## src/rtl/btb_update_arbiter_pkg.sv

```systemverilog
// Shared types and constants for the BTB write-port arbiter and its retire-update FIFO.
package btb_update_arbiter_pkg;

    localparam int XLEN        = 32;
    localparam int BTB_ENTRIES = 32;
    localparam int BTB_IDX_LSB = 5;
    localparam int BTB_IDX_W   = $clog2(BTB_ENTRIES);
    localparam int BTB_QDEPTH  = 4;

    typedef enum logic [1:0] {
        BTB_WR_INIT    = 2'd0,
        BTB_WR_RECOVER = 2'd1,
        BTB_WR_RETIRE  = 2'd2
    } btb_wr_kind_e;

    typedef struct packed {
        logic [BTB_IDX_W-1:0] index;
        logic                 taken;
        logic [XLEN-1:0]      target;
    } btb_upd_entry_t;

    function automatic logic [BTB_IDX_W-1:0] btb_pc_index(input logic [XLEN-1:0] pc,
                                                          input int lsb);
        logic [XLEN-1:0] shifted;
        shifted = pc >> lsb;
        return shifted[BTB_IDX_W-1:0];
    endfunction

    function automatic logic [1:0] btb_lane_count(input logic [1:0] lanes);
        return {1'b0, lanes[0]} + {1'b0, lanes[1]};
    endfunction

endpackage

```

## src/rtl/btb_upd_fifo.sv

```systemverilog
// Retire-update FIFO: up to two pushes and one pop per cycle, reports free slots
// including the slot released by this cycle's pop.
module btb_upd_fifo
    import btb_update_arbiter_pkg::*;
#(
    parameter int  Q_DEPTH = BTB_QDEPTH,
    localparam int PW      = $clog2(Q_DEPTH),
    localparam int CW      = PW + 1
) (
    input  logic           clk,
    input  logic           reset,
    input  logic [1:0]     push_n,
    input  btb_upd_entry_t push_data0,
    input  btb_upd_entry_t push_data1,
    input  logic           pop,
    output btb_upd_entry_t head,
    output logic           empty,
    output logic [CW-1:0]  count,
    output logic [CW-1:0]  free_slots
);

    logic [PW-1:0]  rd_ptr_r;
    logic [PW-1:0]  wr_ptr_r;
    logic [PW-1:0]  wr_ptr_p1_s;
    logic [CW-1:0]  count_r;
    logic           pop_s;
    btb_upd_entry_t mem_r [Q_DEPTH];

    assign empty       = (count_r == CW'(0));
    assign pop_s       = pop & ~empty;
    assign wr_ptr_p1_s = wr_ptr_r + PW'(1);
    assign head        = mem_r[rd_ptr_r];
    assign count       = count_r;
    assign free_slots  = CW'(Q_DEPTH) - count_r + CW'(pop_s);

    // Storage, pointers and occupancy; the second push lands one slot after the first.
    always_ff @(posedge clk) begin
        if (reset) begin
            rd_ptr_r <= '0;
            wr_ptr_r <= '0;
            count_r  <= '0;
            for (int i = 0; i < Q_DEPTH; i++) begin
                mem_r[i] <= '0;
            end
        end else begin
            if (push_n != 2'd0) begin
                mem_r[wr_ptr_r] <= push_data0;
            end
            if (push_n == 2'd2) begin
                mem_r[wr_ptr_p1_s] <= push_data1;
            end
            wr_ptr_r <= wr_ptr_r + PW'(push_n);
            if (pop_s) begin
                rd_ptr_r <= rd_ptr_r + PW'(1);
            end
            count_r <= count_r + CW'(push_n) - CW'(pop_s);
        end
    end

endmodule

```

## src/rtl/btb_update_arbiter.sv

```systemverilog
// Single BTB write port: initialisation sweep after reset, then recovery writes with
// absolute priority over buffered retire updates.
module btb_update_arbiter
    import btb_update_arbiter_pkg::*;
#(
    parameter int  BTB_SIZE = BTB_ENTRIES,
    parameter int  IDX_LSB  = BTB_IDX_LSB,
    parameter int  Q_DEPTH  = BTB_QDEPTH,
    localparam int IDX_W    = $clog2(BTB_SIZE),
    localparam int CW       = $clog2(Q_DEPTH) + 1
) (
    input  logic                 clk,
    input  logic                 reset,
    input  logic [1:0]           branch_retire_i,
    input  logic [1:0][XLEN-1:0] retire_PC_i,
    input  logic [1:0]           retire_taken_i,
    input  logic [1:0][XLEN-1:0] retire_target_i,
    input  logic                 branch_recover_i,
    input  logic [XLEN-1:0]      recover_branch_pc_i,
    input  logic [XLEN-1:0]      recover_addr_i,
    output logic                 btb_wr_en_o,
    output logic [IDX_W-1:0]     btb_wr_index_o,
    output logic [1:0]           btb_wr_kind_o,
    output logic                 btb_wr_taken_o,
    output logic [XLEN-1:0]      btb_wr_target_o,
    output logic                 init_busy_o,
    output logic [CW-1:0]        queue_count_o,
    output logic [15:0]          drop_count_o
);

    typedef enum logic {
        ST_INIT = 1'b0,
        ST_RUN  = 1'b1
    } state_e;

    state_e         state_r, state_n;
    logic [IDX_W-1:0] init_idx_r, init_idx_n;
    logic [15:0]    drop_r, drop_n;

    logic           wr_en_s;
    btb_wr_kind_e   kind_s;
    logic [IDX_W-1:0] idx_s;
    logic           taken_s;
    logic [XLEN-1:0] target_s;
    logic           pop_s;
    logic [1:0]     push_n_s;
    logic [1:0]     lane_cnt_s;
    logic [1:0]     accept_s;
    logic [1:0]     drop_inc_s;
    logic [16:0]    drop_sum_s;
    btb_upd_entry_t lane0_s, lane1_s, push_d0_s, push_d1_s, head_s;
    logic           empty_s;
    logic [CW-1:0]  count_s;
    logic [CW-1:0]  free_s;

    btb_upd_fifo #(.Q_DEPTH(Q_DEPTH)) u_fifo (
        .clk        (clk),
        .reset      (reset),
        .push_n     (push_n_s),
        .push_data0 (push_d0_s),
        .push_data1 (push_d1_s),
        .pop        (pop_s),
        .head       (head_s),
        .empty      (empty_s),
        .count      (count_s),
        .free_slots (free_s)
    );

    // Next-state, write-port selection and enqueue/drop decisions.
    always_comb begin
        state_n    = state_r;
        init_idx_n = init_idx_r;
        wr_en_s    = 1'b0;
        kind_s     = BTB_WR_INIT;
        idx_s      = '0;
        taken_s    = 1'b0;
        target_s   = '0;
        pop_s      = 1'b0;
        push_n_s   = 2'd0;
        accept_s   = 2'd0;
        drop_inc_s = 2'd0;
        lane_cnt_s = btb_lane_count(branch_retire_i);
        lane0_s    = '{index:  btb_pc_index(retire_PC_i[0], IDX_LSB),
                       taken:  retire_taken_i[0],
                       target: retire_target_i[0]};
        lane1_s    = '{index:  btb_pc_index(retire_PC_i[1], IDX_LSB),
                       taken:  retire_taken_i[1],
                       target: retire_target_i[1]};
        // A lone lane-1 retire takes the first free slot.
        push_d0_s  = branch_retire_i[0] ? lane0_s : lane1_s;
        push_d1_s  = lane1_s;

        case (state_r)
            ST_INIT: begin
                wr_en_s    = 1'b1;
                kind_s     = BTB_WR_INIT;
                idx_s      = init_idx_r;
                init_idx_n = init_idx_r + IDX_W'(1);
                drop_inc_s = lane_cnt_s + {1'b0, branch_recover_i};
                if (init_idx_r == IDX_W'(BTB_SIZE - 1)) begin
                    state_n = ST_RUN;
                end else begin
                    state_n = ST_INIT;
                end
            end
            ST_RUN: begin
                if (branch_recover_i) begin
                    wr_en_s  = 1'b1;
                    kind_s   = BTB_WR_RECOVER;
                    idx_s    = btb_pc_index(recover_branch_pc_i, IDX_LSB);
                    target_s = recover_addr_i;
                end else if (!empty_s) begin
                    wr_en_s  = 1'b1;
                    kind_s   = BTB_WR_RETIRE;
                    idx_s    = head_s.index;
                    taken_s  = head_s.taken;
                    target_s = head_s.target;
                    pop_s    = 1'b1;
                end else begin
                    wr_en_s  = 1'b0;
                end
                if (free_s >= CW'(2)) begin
                    accept_s = lane_cnt_s;
                end else if (free_s == CW'(1)) begin
                    accept_s = (lane_cnt_s != 2'd0) ? 2'd1 : 2'd0;
                end else begin
                    accept_s = 2'd0;
                end
                push_n_s   = accept_s;
                drop_inc_s = lane_cnt_s - accept_s;
            end
            default: begin
                state_n = ST_INIT;
            end
        endcase

        if (reset) begin
            pop_s    = 1'b0;
            push_n_s = 2'd0;
        end else begin
            pop_s    = pop_s;
            push_n_s = push_n_s;
        end

        drop_sum_s = {1'b0, drop_r} + {15'd0, drop_inc_s};
        drop_n     = drop_sum_s[16] ? 16'hFFFF : drop_sum_s[15:0];
    end

    // FSM state, initialisation index and saturating drop counter.
    always_ff @(posedge clk) begin
        if (reset) begin
            state_r    <= ST_INIT;
            init_idx_r <= '0;
            drop_r     <= 16'd0;
        end else begin
            state_r    <= state_n;
            init_idx_r <= init_idx_n;
            drop_r     <= drop_n;
        end
    end

    assign btb_wr_en_o     = wr_en_s & ~reset;
    assign btb_wr_index_o  = idx_s;
    assign btb_wr_kind_o   = kind_s;
    assign btb_wr_taken_o  = taken_s;
    assign btb_wr_target_o = target_s;
    assign init_busy_o     = reset | (state_r == ST_INIT);
    assign queue_count_o   = reset ? CW'(0) : count_s;
    assign drop_count_o    = reset ? 16'd0 : drop_r;

endmodule

```

## config.mk

```make
export PLATFORM = sky130hd
export DESIGN_NAME = btb_update_arbiter
export DESIGN_NICKNAME = d
export VERILOG_FILES = /design/src/rtl/btb_update_arbiter_pkg.sv /design/src/rtl/btb_upd_fifo.sv /design/src/rtl/btb_update_arbiter.sv
export SDC_FILE = /design/constraint.sdc
export NUM_CORES = 1
export LEC_CHECK = 0
export ABC_AREA = 1
export CORE_MARGIN = 2
export CORE_UTILIZATION = 47
export DETAILED_ROUTE_END_ITERATION = 10
export PLACE_DENSITY_LB_ADDON = 0.3
export SYNTH_ARGS = -nofsm -noshare
export SYNTH_HDL_FRONTEND = slang
export SYNTH_SLANG_ARGS = --single-unit
```

## constraint.sdc

```tcl
create_clock -name clk -period 6.4 [get_ports clk]
set_input_delay 0.64 -clock clk [delete_from_list [all_inputs] [get_ports clk]]
set_output_delay 0.64 -clock clk [all_outputs]
set_load 0.02 [all_outputs]
```

**After elaboration in Yosys (flattened, before gate mapping)**

Memories as Yosys holds them, arrays and structs flattened. A register that Yosys moved wholly into a read port is not among the register bits.
Cells that the tools add are included.

- Add/subtract/negate cells: 12
- Mux-type cells: 47
- Reductions and logical operators: 5
- Order comparisons: 1
- Bitwise operators: 6
- Equal/unequal tests: 3

Operators by type and width:

| operator | number |
|---|---|
| two-way mux 38 bit | 3 |
| two-way mux 32 bit | 3 |
| OR reduction 38 bit | 2 |
| two-way mux 16 bit | 2 |
| two-way mux 1 bit | 22 |
| two-way mux 2 bit | 10 |
| adder 16 x 2 -> 17 bit | 1 |
| two-way mux 5 bit | 2 |
| case mux 5 bit (2 select lines) | 1 |
| case mux 2 bit (2 select lines) | 2 |
| adder 5 x 1 -> 5 bit (second input constant) | 1 |
| equality test 5 bit (second input constant) | 1 |
| adder 2 x 1 -> 2 bit (second input constant) | 2 |
| nonzero test 2 bit | 2 |
| adder 3 x 1 -> 3 bit | 1 |
| adder 3 x 2 -> 3 bit | 1 |
| equality test 3 x 1 -> 1 bit (second input constant) | 1 |
| >= comparator 3 x 2 -> 1 bit (second input constant) | 1 |
| zero test 3 bit | 1 |
| two-way mux 3 bit | 1 |
| inverter 1 bit | 3 |
| subtractor 3 x 1 -> 3 bit | 1 |
| subtractor 3 bit (first input constant) | 1 |
| adder 1 x 1 -> 2 bit | 1 |
| 7 further kinds | 8 |

- Logic and storage cells: 81
- Memories: 1
- Bits in writable memories: 152
- Input port bits: 199
- Bits in registers: 29

Memories:

| name | words | width | read ports | clocked after memory_dff | write ports | RTL line | text |
|---|---|---|---|---|---|---|---|
| u_fifo.mem_r | 4 | 38 | 1 | 1 | 4 | btb_upd_fifo.sv:27 | `btb_upd_entry_t mem_r [Q_DEPTH];` |

**Logic depth before layout (Yosys ltp)**

Gate-level depths: netlist (run 1).

- Depth in word-level cells: 19
- Gate-level depth with buffers: 29
- Mapped depth without buffers: 28

**By module**

A second synthesis (run 1) with hierarchy kept.

- Cells, all modules: 1,332
- Area, all modules: 10,577.6 um^2

By module, submodules not included:

| module | times used | sequential area each (um^2) | area each (um^2) | cells an instance |
|---|---|---|---|---|
| btb_upd_fifo | 1 | 4,744.6 | 8,207.9 | 924 |
| btb_update_arbiter | 1 | 440.4 | 2,369.8 | 408 |

**Least setup slack after synthesis (run 1)**

OpenSTA, ideal clock, no wires.

- Path kind: input port to flip-flop
- Start: input port branch_recover_i
- End: memory u_fifo.mem_r[3][0] (netlist bit) (enable)
- Path buffers: 1
- Stages on the path: 14
- Setup slack: 2.570 ns
- Data arrival time: 3.214 ns
- Cell sequence: nor2_1 > nand2_1 > nor2_1 > inv_1 > ha_1 > inv_1 > ha_1 > inv_1 > nand3_4 > nand2_1 > nand2_1 > nand3_2 > clkbuf_1 > nand3_1

RTL lines:

| item | RTL line | text |
|---|---|---|
| start, declared | btb_update_arbiter.sv:18 | `input logic branch_recover_i,` |
| end, declared | btb_upd_fifo.sv:27 |  |

**Worst setup path in the final report (run 1)**

- Start: input port branch_recover_i
- End: register drop_r[10]

- Cells in the longest elaborated chain, start to end: 13
- Elaborated cells on any way between the ends: 15
- Those cells by class: add/sub: 4; order compare: 1; eq/ne: 1; mux: 8; bitwise: 1

RTL lines:

| item | RTL line | text |
|---|---|---|
| two-way mux 1 bit * | btb_update_arbiter.sv:107 | `if (branch_recover_i) begin` |
| two-way mux 1 bit * | btb_update_arbiter.sv:93 | `case (state_r)` |
| two-way mux 1 bit * | btb_update_arbiter.sv:137 | `if (reset) begin` |
| AND 1 bit * | btb_upd_fifo.sv:30 | `assign pop_s = pop & ~empty;` |
| named net u_fifo.pop_s | btb_upd_fifo.sv:26 | `logic pop_s;` |
| adder 3 x 1 -> 3 bit * | btb_upd_fifo.sv:34 | `assign free_slots = CW'(Q_DEPTH) - count_r + CW'(pop_s);` |
| parallel branches: the longest is 2 deep, another holds >= comparator 3 x 2 -> 1 bit | n/a |  |
| two-way mux 2 bit * | btb_update_arbiter.sv:122 | `if (free_s >= CW'(2)) begin` |
| two-way mux 2 bit * | btb_update_arbiter.sv:93 |  |
| subtractor 2 bit * | btb_update_arbiter.sv:130 | `drop_inc_s = lane_cnt_s - accept_s;` |
| case mux 2 bit (2 select lines) * | btb_update_arbiter.sv:93 |  |
| adder 16 x 2 -> 17 bit * | btb_update_arbiter.sv:145 | `drop_sum_s = {1'b0, drop_r} + {15'd0, drop_inc_s};` |
| two-way mux 16 bit * | btb_update_arbiter.sv:146 | `drop_n = drop_sum_s[16] ? 16'hFFFF : drop_sum_s[15:0];` |
| end signal, assigned | btb_update_arbiter.sv:158 | `drop_r <= drop_n;` |
| end, declared | btb_update_arbiter.sv:38 | `logic [15:0] drop_r, drop_n;` |

Mark *: on every way through the listed nets, which the timed path passes. The select of a mux whose other input is x is not followed.
A chain may end at the register's enable or synchronous reset.

==> results_dict.tcl, run 1 <==
set metrics [dict create \
    synth_compound_area_share_pct 7.356 \
    end_kind "flip-flop" \
    syn-num-nets 1637 \
    via_per_inst 5.533 \
    first_pass_iters 5 \
    cts_hold_buf 0 \
    syn_to_final_growth_pct 22.03 \
    grt_pass1_wl_um 49560 \
    synthFlopType "edfxtp_1" \
    placed_cells 1805 \
    dr_total_vias 10170 \
    cts.sinks 183 \
    holdPathStages 2 \
    synth_area_um2 10780 \
    status "finished clean" \
    synthCells 1423 \
    avgSynthCellArea_um2 7.578 \
    synth_edf_count 152 \
    clkLatencyLatePin_ns 0.45 \
    ir_drop_uv 193.6 \
    fin_nets 1753 \
    io_pins 260 \
    synth_top_family_by_area "simple AND/OR/NAND/NOR gates" \
    startpoint "branch_recover_i" \
    maxCapViolCount 0 \
    final_layout_size_suffix_gt1_share_pct 5.026 \
    fin_crit_sh_pct 69.85 \
    core-area_um2 22570 \
    crit_path_max_incr_delay_ns 0.48 \
    path_buf_inv 7 \
    p_per_area_nw_per_um2 197.4 \
    die_y_um 155.5 \
    p_clk_share_pct 39.0 \
    rows 55 \
    max_freq_ghz 0.2237 \
    reg2reg_from "state_r" \
    required_ns 6.78 \
    crit_slowest_cell "clkdlybuf4s50_1" \
    layout.cells.non_filler 1838 \
    yosysWarnings 0 \
    grt_pass1_vias 9746 \
    clkTransAtPathRegs_ns 0.07 \
    dp_hpwl_um 18480 \
    p_leak_nw 5.757 \
    clock_path_buffers 2 \
    setup-tns-final_ns 0 \
    synth_fa_ha_area_share_pct 1.880 \
    place_ws_ns 1.470 \
    grt_max_degree 78 \
    pwr-share-comb_pct 9.3 \
    finalHoldViolations 0 \
    drtIter0Drc 1066 \
    fin_skew_ns 0.02143 \
    power_frac_seq_pct 51.7 \
    postLayoutSetupSlackWorst_ns 1.930 \
    yosys_register_bits 183 \
    setup_viol 0 \
    cp-start-kind "input pin" \
    start_util_pct 47.78 \
    antenna_found_initial 1 \
    port_buffers 178 \
    synth-xor-area-share_pct 0.8934 \
    cts_buffers 17 \
    path_common_cell "inv_1" \
    period_minus_slack_ns 4.470 \
    synth_mux_area_share_pct 0 \
    rsz0062_at_grt "no" \
    gp_congestion 0.8343 \
    dpl_cell_area_um2 12600 \
    async_reset_ff_share_pct 0 \
    yosysUniqueCellTypes 30 \
    tightest_slew_ns 1.208 \
    finalMaxSlewViolations 0 \
    r2r.worst_path.cells 25 \
    critPathMaxFanout 9 \
    yosysSeqAreaShare_pct 48.08 \
    cts_setup_buffers 0 \
    cp_top_family "simple AND/OR/NAND/NOR gates" \
    fin_area_um2 13160 \
    r2r_end "drop_r[10]" \
    p_sw_share_pct 25.06 \
    ctsResizeCount 0 \
    grtUsageTotal_pct 26.11 \
    p_sw_mw 0.6509 \
    ant_nets 0 \
    grt.overflow.total 0 \
    reg2reg_slack_ns 2.17 \
    yosys.area_share.simple_pct 34.68 \
    p_int_mw 1.946 \
    path_class "input pin to flip-flop" \
    avgRoutedWirePerCell_um 17.23 \
    fp.dieW_um 155.5 \
    slew-limit-headroom_pct 19.30 \
    cts_tree "yes" \
    cp-endpoint "drop_r[10]" \
    cts_max_level 4 \
    cp.arrival_ns 4.85 \
    drc 0 \
    routed_wl_um 31680 \
    die_area_um2 24170 \
    cts_root_buf "clkbuf_16" \
    cp.depth 25 \
    holdCritPathClass "flip-flop to flip-flop" \
]
[sequential cells by signal (all words and copies together), names as in the netlist, named ones only]
| signal | flops |
|---|---|
| init_idx_r | 5 |
| state_r | 1 |
| u_fifo.wr_ptr_r | 2 |
| u_fifo.count | 3 |
| u_fifo.mem_r | 152 |
| drop_r | 16 |
| u_fifo.rd_ptr_r | 2 |
[logic make-up (layout without fill, tap and decap cells)]
group | Yosys count | in the layout
AND/OR/NAND/NOR | 898 | 898
adder cells (fa/ha/maj) | 15 | 15
other | 0 | 1
XOR/XNOR | 11 | 11
AO/OA/AOI/OAI | 148 | 148
buffers and inverters | 168 | 297
flip-flops | 183 | 183
[how the worst min path moves through the flow]
stage,slack (ns),start,to
2_1_floorplan,0.42,init_idx_r[3],init_idx_r[3]
3_5_place_dp,0.44,init_idx_r[3],init_idx_r[3]
3_3_place_gp,0.44,u_fifo.rd_ptr_r[1],flip-flop
5_1_grt,0.49,init_idx_r[3],init_idx_r[3]
6_report,0.47,u_fifo.rd_ptr_r[1],flip-flop
4_1_cts,0.46,init_idx_r[3],init_idx_r[3]
[cell type report]
type                    instances  area, µm²
diodes                          1      2.502
clock buffers                  17      425.4
clock inverters                15      132.6
fillers                      1962       9412
inverters                      69      261.5
multi-input cells            1072       4882
flip-flops and latches        183       5187
well taps                     285      356.6
repair buffers                196       1912
[cell usage in the layout, fill, tap and decap left out, types with 13 or more instances in the layout]
| cell | synthesis | final |
|---|---|---|
| inv_1 | 64 | 60 |
| o22ai_1 | 37 | 37 |
| nor2_1 | 129 | 127 |
| buf_4 | 13 | 18 |
| o21ai_0 | 79 | 79 |
| clkbuf_16 | 0 | 17 |
| edfxtp_1 | 152 | 152 |
| a21oi_1 | 21 | 21 |
| ha_1 | 13 | 13 |
| dfxtp_1 | 31 | 29 |
| nand3_1 | 227 | 223 |
| clkdlybuf4s50_1 | 0 | 177 |
| nand2_1 | 523 | 523 |
[worst reg2reg max path, stage by stage, from the launching register on]
cell,delay [ns]
dfxtp_1,0.38
inv_4,0.09
nor2_1,0.12
nand2_1,0.17
nor2_1,0.34
inv_1,0.09
ha_1,0.18
inv_1,0.05
ha_1,0.21
inv_1,0.11
nand3_4,0.11
nand2_1,0.07
o21ai_0,0.06
o21ai_0,0.16
inv_1,0.06
ha_1,0.19
xor2_1,0.15
xor2_1,0.17
inv_1,0.11
fa_1,0.23
nand4_1,0.16
nor2_1,0.36
nand3_2,0.30
nand3_1,0.17
nand2_1,0.06
inv_1,0.07
[synth_stat cells, drive strengths merged, types with 3 or more instances]
| master | count | area [µm²] |
|---|---|---|
| dfxtp | 31 | 620.6 |
| nor2 | 132 | 516.7 |
| clkbuf | 49 | 183.9 |
| nand2 | 526 | 1982 |
| nor3 | 5 | 25.02 |
| ha | 13 | 162.7 |
| xnor2 | 3 | 26.28 |
| edfxtp | 152 | 4564 |
| nand4 | 4 | 25.02 |
| nand3 | 231 | 1191 |
| xor2 | 8 | 70.07 |
| buf | 50 | 321.6 |
| inv | 69 | 261.5 |
| o22ai | 37 | 231.5 |
| o21ai | 87 | 435.4 |
| a21oi | 21 | 105.1 |
[power groups by stage]
stage	logic, mW	clock network [mW]	registers (mW)
CTS	0.241	1.01	1.34
global placement	0.236	0	1.37
global route	0.264	1.05	1.35
finish	0.241	1.01	1.34
floorplan	0.104	0	1.37
detailed placement	0.240	0	1.37
[through the flow]
step           hold slack, ns  power (mW)  utilization [%]
2_1_floorplan          0.4218       1.472                -
6_report               0.4671       2.597            58.30
4_1_cts                0.4618       2.592            58.29
3_5_place_dp           0.4445       1.610            55.82
3_3_place_gp           0.4433       1.605            55.82
5_1_grt                0.4940       2.661            58.30
[layer usage]
| metal | GRT usage (%) | share of wire [%] | vias up |
|---|---|---|---|
| li1 | - | - | 4961 |
| met1 | 33.72 | 40 | 4613 |
| met2 | 43.72 | 48 | 539 |
| met3 | 4.095 | 8.8 | 56 |
| met4 | 11.18 | 2.6 | 0 |
| met5 | 0 | 0 | - |
Note: power is estimated with default switching activity, not from simulation.
==> run 2: changes to the inputs <==
- CORE_UTILIZATION: 47 -> 46
- clock period: 6.4 -> 3.9 ns (I/O delays scaled with it)
==> run 2 against run 1 <==
Against the previous run:
- non-clock buffer count rose by 24
- routed wire length rose by 3.4%
- global-route usage rose by 0.41 points
- clock skew fell by 0.014 ns
- combinational power rose by 71%
- setup slack got worse by 1.5 ns
- critical path depth rose by 2
- sequential share of layout area fell by 0.86 points
- cell area rose by 2.3%
- critical path type is now flip-flop to flip-flop
- largest power group unchanged
==> results_dict.tcl, run 2 (synthesis gave the netlist of run 1 again) <==
set metrics [dict create \
    clkLatencyLatePin_ns 0.43 \
    final_cell_mix "nand2_1 (522), nand3_1 (221), clkdlybuf4s50_1 (177), edfxtp_1 (152), nor2_1 (123)" \
    final_common_cell "nand2_1" \
    grt.overflow.total 0 \
    start_util_pct 46.36 \
    cp-start-kind "flip-flop" \
    fin_skew_ns 0.007205 \
    grt_use_met1_pct 32.77 \
    cts_root_buf "clkbuf_16" \
    gp_congestion 0.8632 \
    slew-limit-headroom_pct 19.62 \
    dr_total_vias 10330 \
    clkTransAtPathRegs_ns 0.07 \
    p_leak_nw 5.904 \
    place_ws_ns -0.1312 \
    largest_reg_flops 152 \
    nFillCells 2156 \
    crit_path_max_incr_delay_ns 0.44 \
    rows 56 \
    placed_cells 1863 \
    gr-usage-met3_pct 4.433 \
    rsz0062_at_grt "no" \
    routed_wl_um 32750 \
    fp.dieW_um 157.1 \
    layout.cells.non_filler 1896 \
    busiest_layer "met2" \
    clock_path_buffers 2 \
    final_core_util_pct 57.86 \
    holdCritPathClass "flip-flop to flip-flop" \
    path_buf_inv 7 \
    finalHoldViolations 0 \
    end_kind "flip-flop" \
    die_area_um2 24690 \
    grt_pass1_wl_um 50750 \
    fin_crit_sh_pct 90.20 \
    cts_max_level 4 \
    final_layout_size_suffix_gt1_share_pct 6.980 \
    ir_drop_uv 284.3 \
    port_buffers 178 \
    largest_registers "u_fifo.mem_r x152, drop_r x16, init_idx_r x5" \
    setup_viol 0 \
    grt_pass1_vias 9789 \
    first_pass_iters 6 \
    postLayoutSetupSlackWorst_ns 0.3822 \
    syn_to_final_growth_pct 24.81 \
    die_y_um 157.1 \
    critPathMaxFanout 3 \
    antenna_found_initial 1 \
    grtUsageTotal_pct 26.51 \
    ant_nets 0 \
    period_minus_slack_ns 3.518 \
    multi_input_area_um2 4917 \
    cts_buffers 17 \
    max_freq_ghz 0.2843 \
    fin_area_um2 13460 \
    cp_top_family "simple AND/OR/NAND/NOR gates" \
    dpl_cell_area_um2 12840 \
    crit_slowest_cell "fa_1" \
    fin_nets 1777 \
    via_per_inst 5.449 \
    maxCapViolCount 0 \
    finalMaxSlewViolations 0 \
    required_ns 4.23 \
    drc 0 \
    core-area_um2 23260 \
    path_class "flip-flop to flip-flop" \
    grt_max_degree 153 \
    status "finished clean" \
    cts_tree "yes" \
    grt_util_met2_pct 46.55 \
    dp_hpwl_um 19880 \
    hold_ws_ns 0.4662 \
    avgRoutedWirePerCell_um 17.27 \
    top_register "u_fifo.mem_r" \
    io_pins 260 \
    cts.sinks 183 \
    cts_setup_buffers 0 \
    cts_hold_buf 0 \
    cp.arrival_ns 3.85 \
    drtIter0Drc 1150 \
    seqCellArea_um2 5190 \
    p_per_area_nw_per_um2 322.4 \
    tightest_slew_ns 1.203 \
]
## run 2: cell count changes in the layout (fill, tap and decap cells not counted), moves of 3 or more
cell / previous run / this run
inv_8: 4 / 0
inv_4: 1 / 4
nor2_1: 127 / 123
buf_4: 18 / 41
clkinvlp_4: 4 / 0
clkbuf_16: 17 / 20
nor2_2: 0 / 4
## run 2: where the power goes
part	leakage, nW	switching [mW]	internal, mW	total [mW]
clock	0.292	0.778	0.942	1.72
combinational	3.79	0.225	0.188	0.413
sequential	1.82	0.0295	2.18	2.21
## run 2: worst min-delay path, stage by stage, from the launching register on
cell and delay, ns:
dfxtp_1 0.30, inv_1 0.06, a21oi_1 0.07
## run 2: final timing paths
check / startpoint / end / slack [ns] / depth (start not counted)
max: u_fifo.count[2] / drop_r[15] / 0.38 / 27
min: u_fifo.rd_ptr_r[1] / flip-flop / 0.47 / 2
max reg2reg: u_fifo.count[2] / drop_r[15] / 0.38 / 27
min reg2reg: u_fifo.rd_ptr_r[1] / flip-flop / 0.47 / 2
## run 2: area by class of cell
class,count,share of cell area (%)
diodes,1,0.01859
clock buffers,22,3.774
clock inverters,10,0.5671
inverters,69,1.943
multi-input cells,1072,36.53
flip-flops and latches,183,38.56
well taps,319,2.966
repair buffers,220,15.64
## run 2: per-layer routing
metal	part of all wire [%]	wire, µm
met5	0	0
met4	2.1	677
met3	8.5	2779
met2	50	16300
met1	40	13000
## run 2: metrics by stage
stage          power (mW)  setup TNS [ns]
2_1_floorplan       2.415               0
6_report            4.339               0
5_1_grt             4.463               0
4_1_cts             4.344               0
3_3_place_gp        2.648         -0.1358
3_5_place_dp        2.658         -0.9885
## run 2: repair_timing
item,CTS,global route
gates resized for setup,0,12
endpoints found under the hold margin,0,0
setup endpoints to repair,0,16
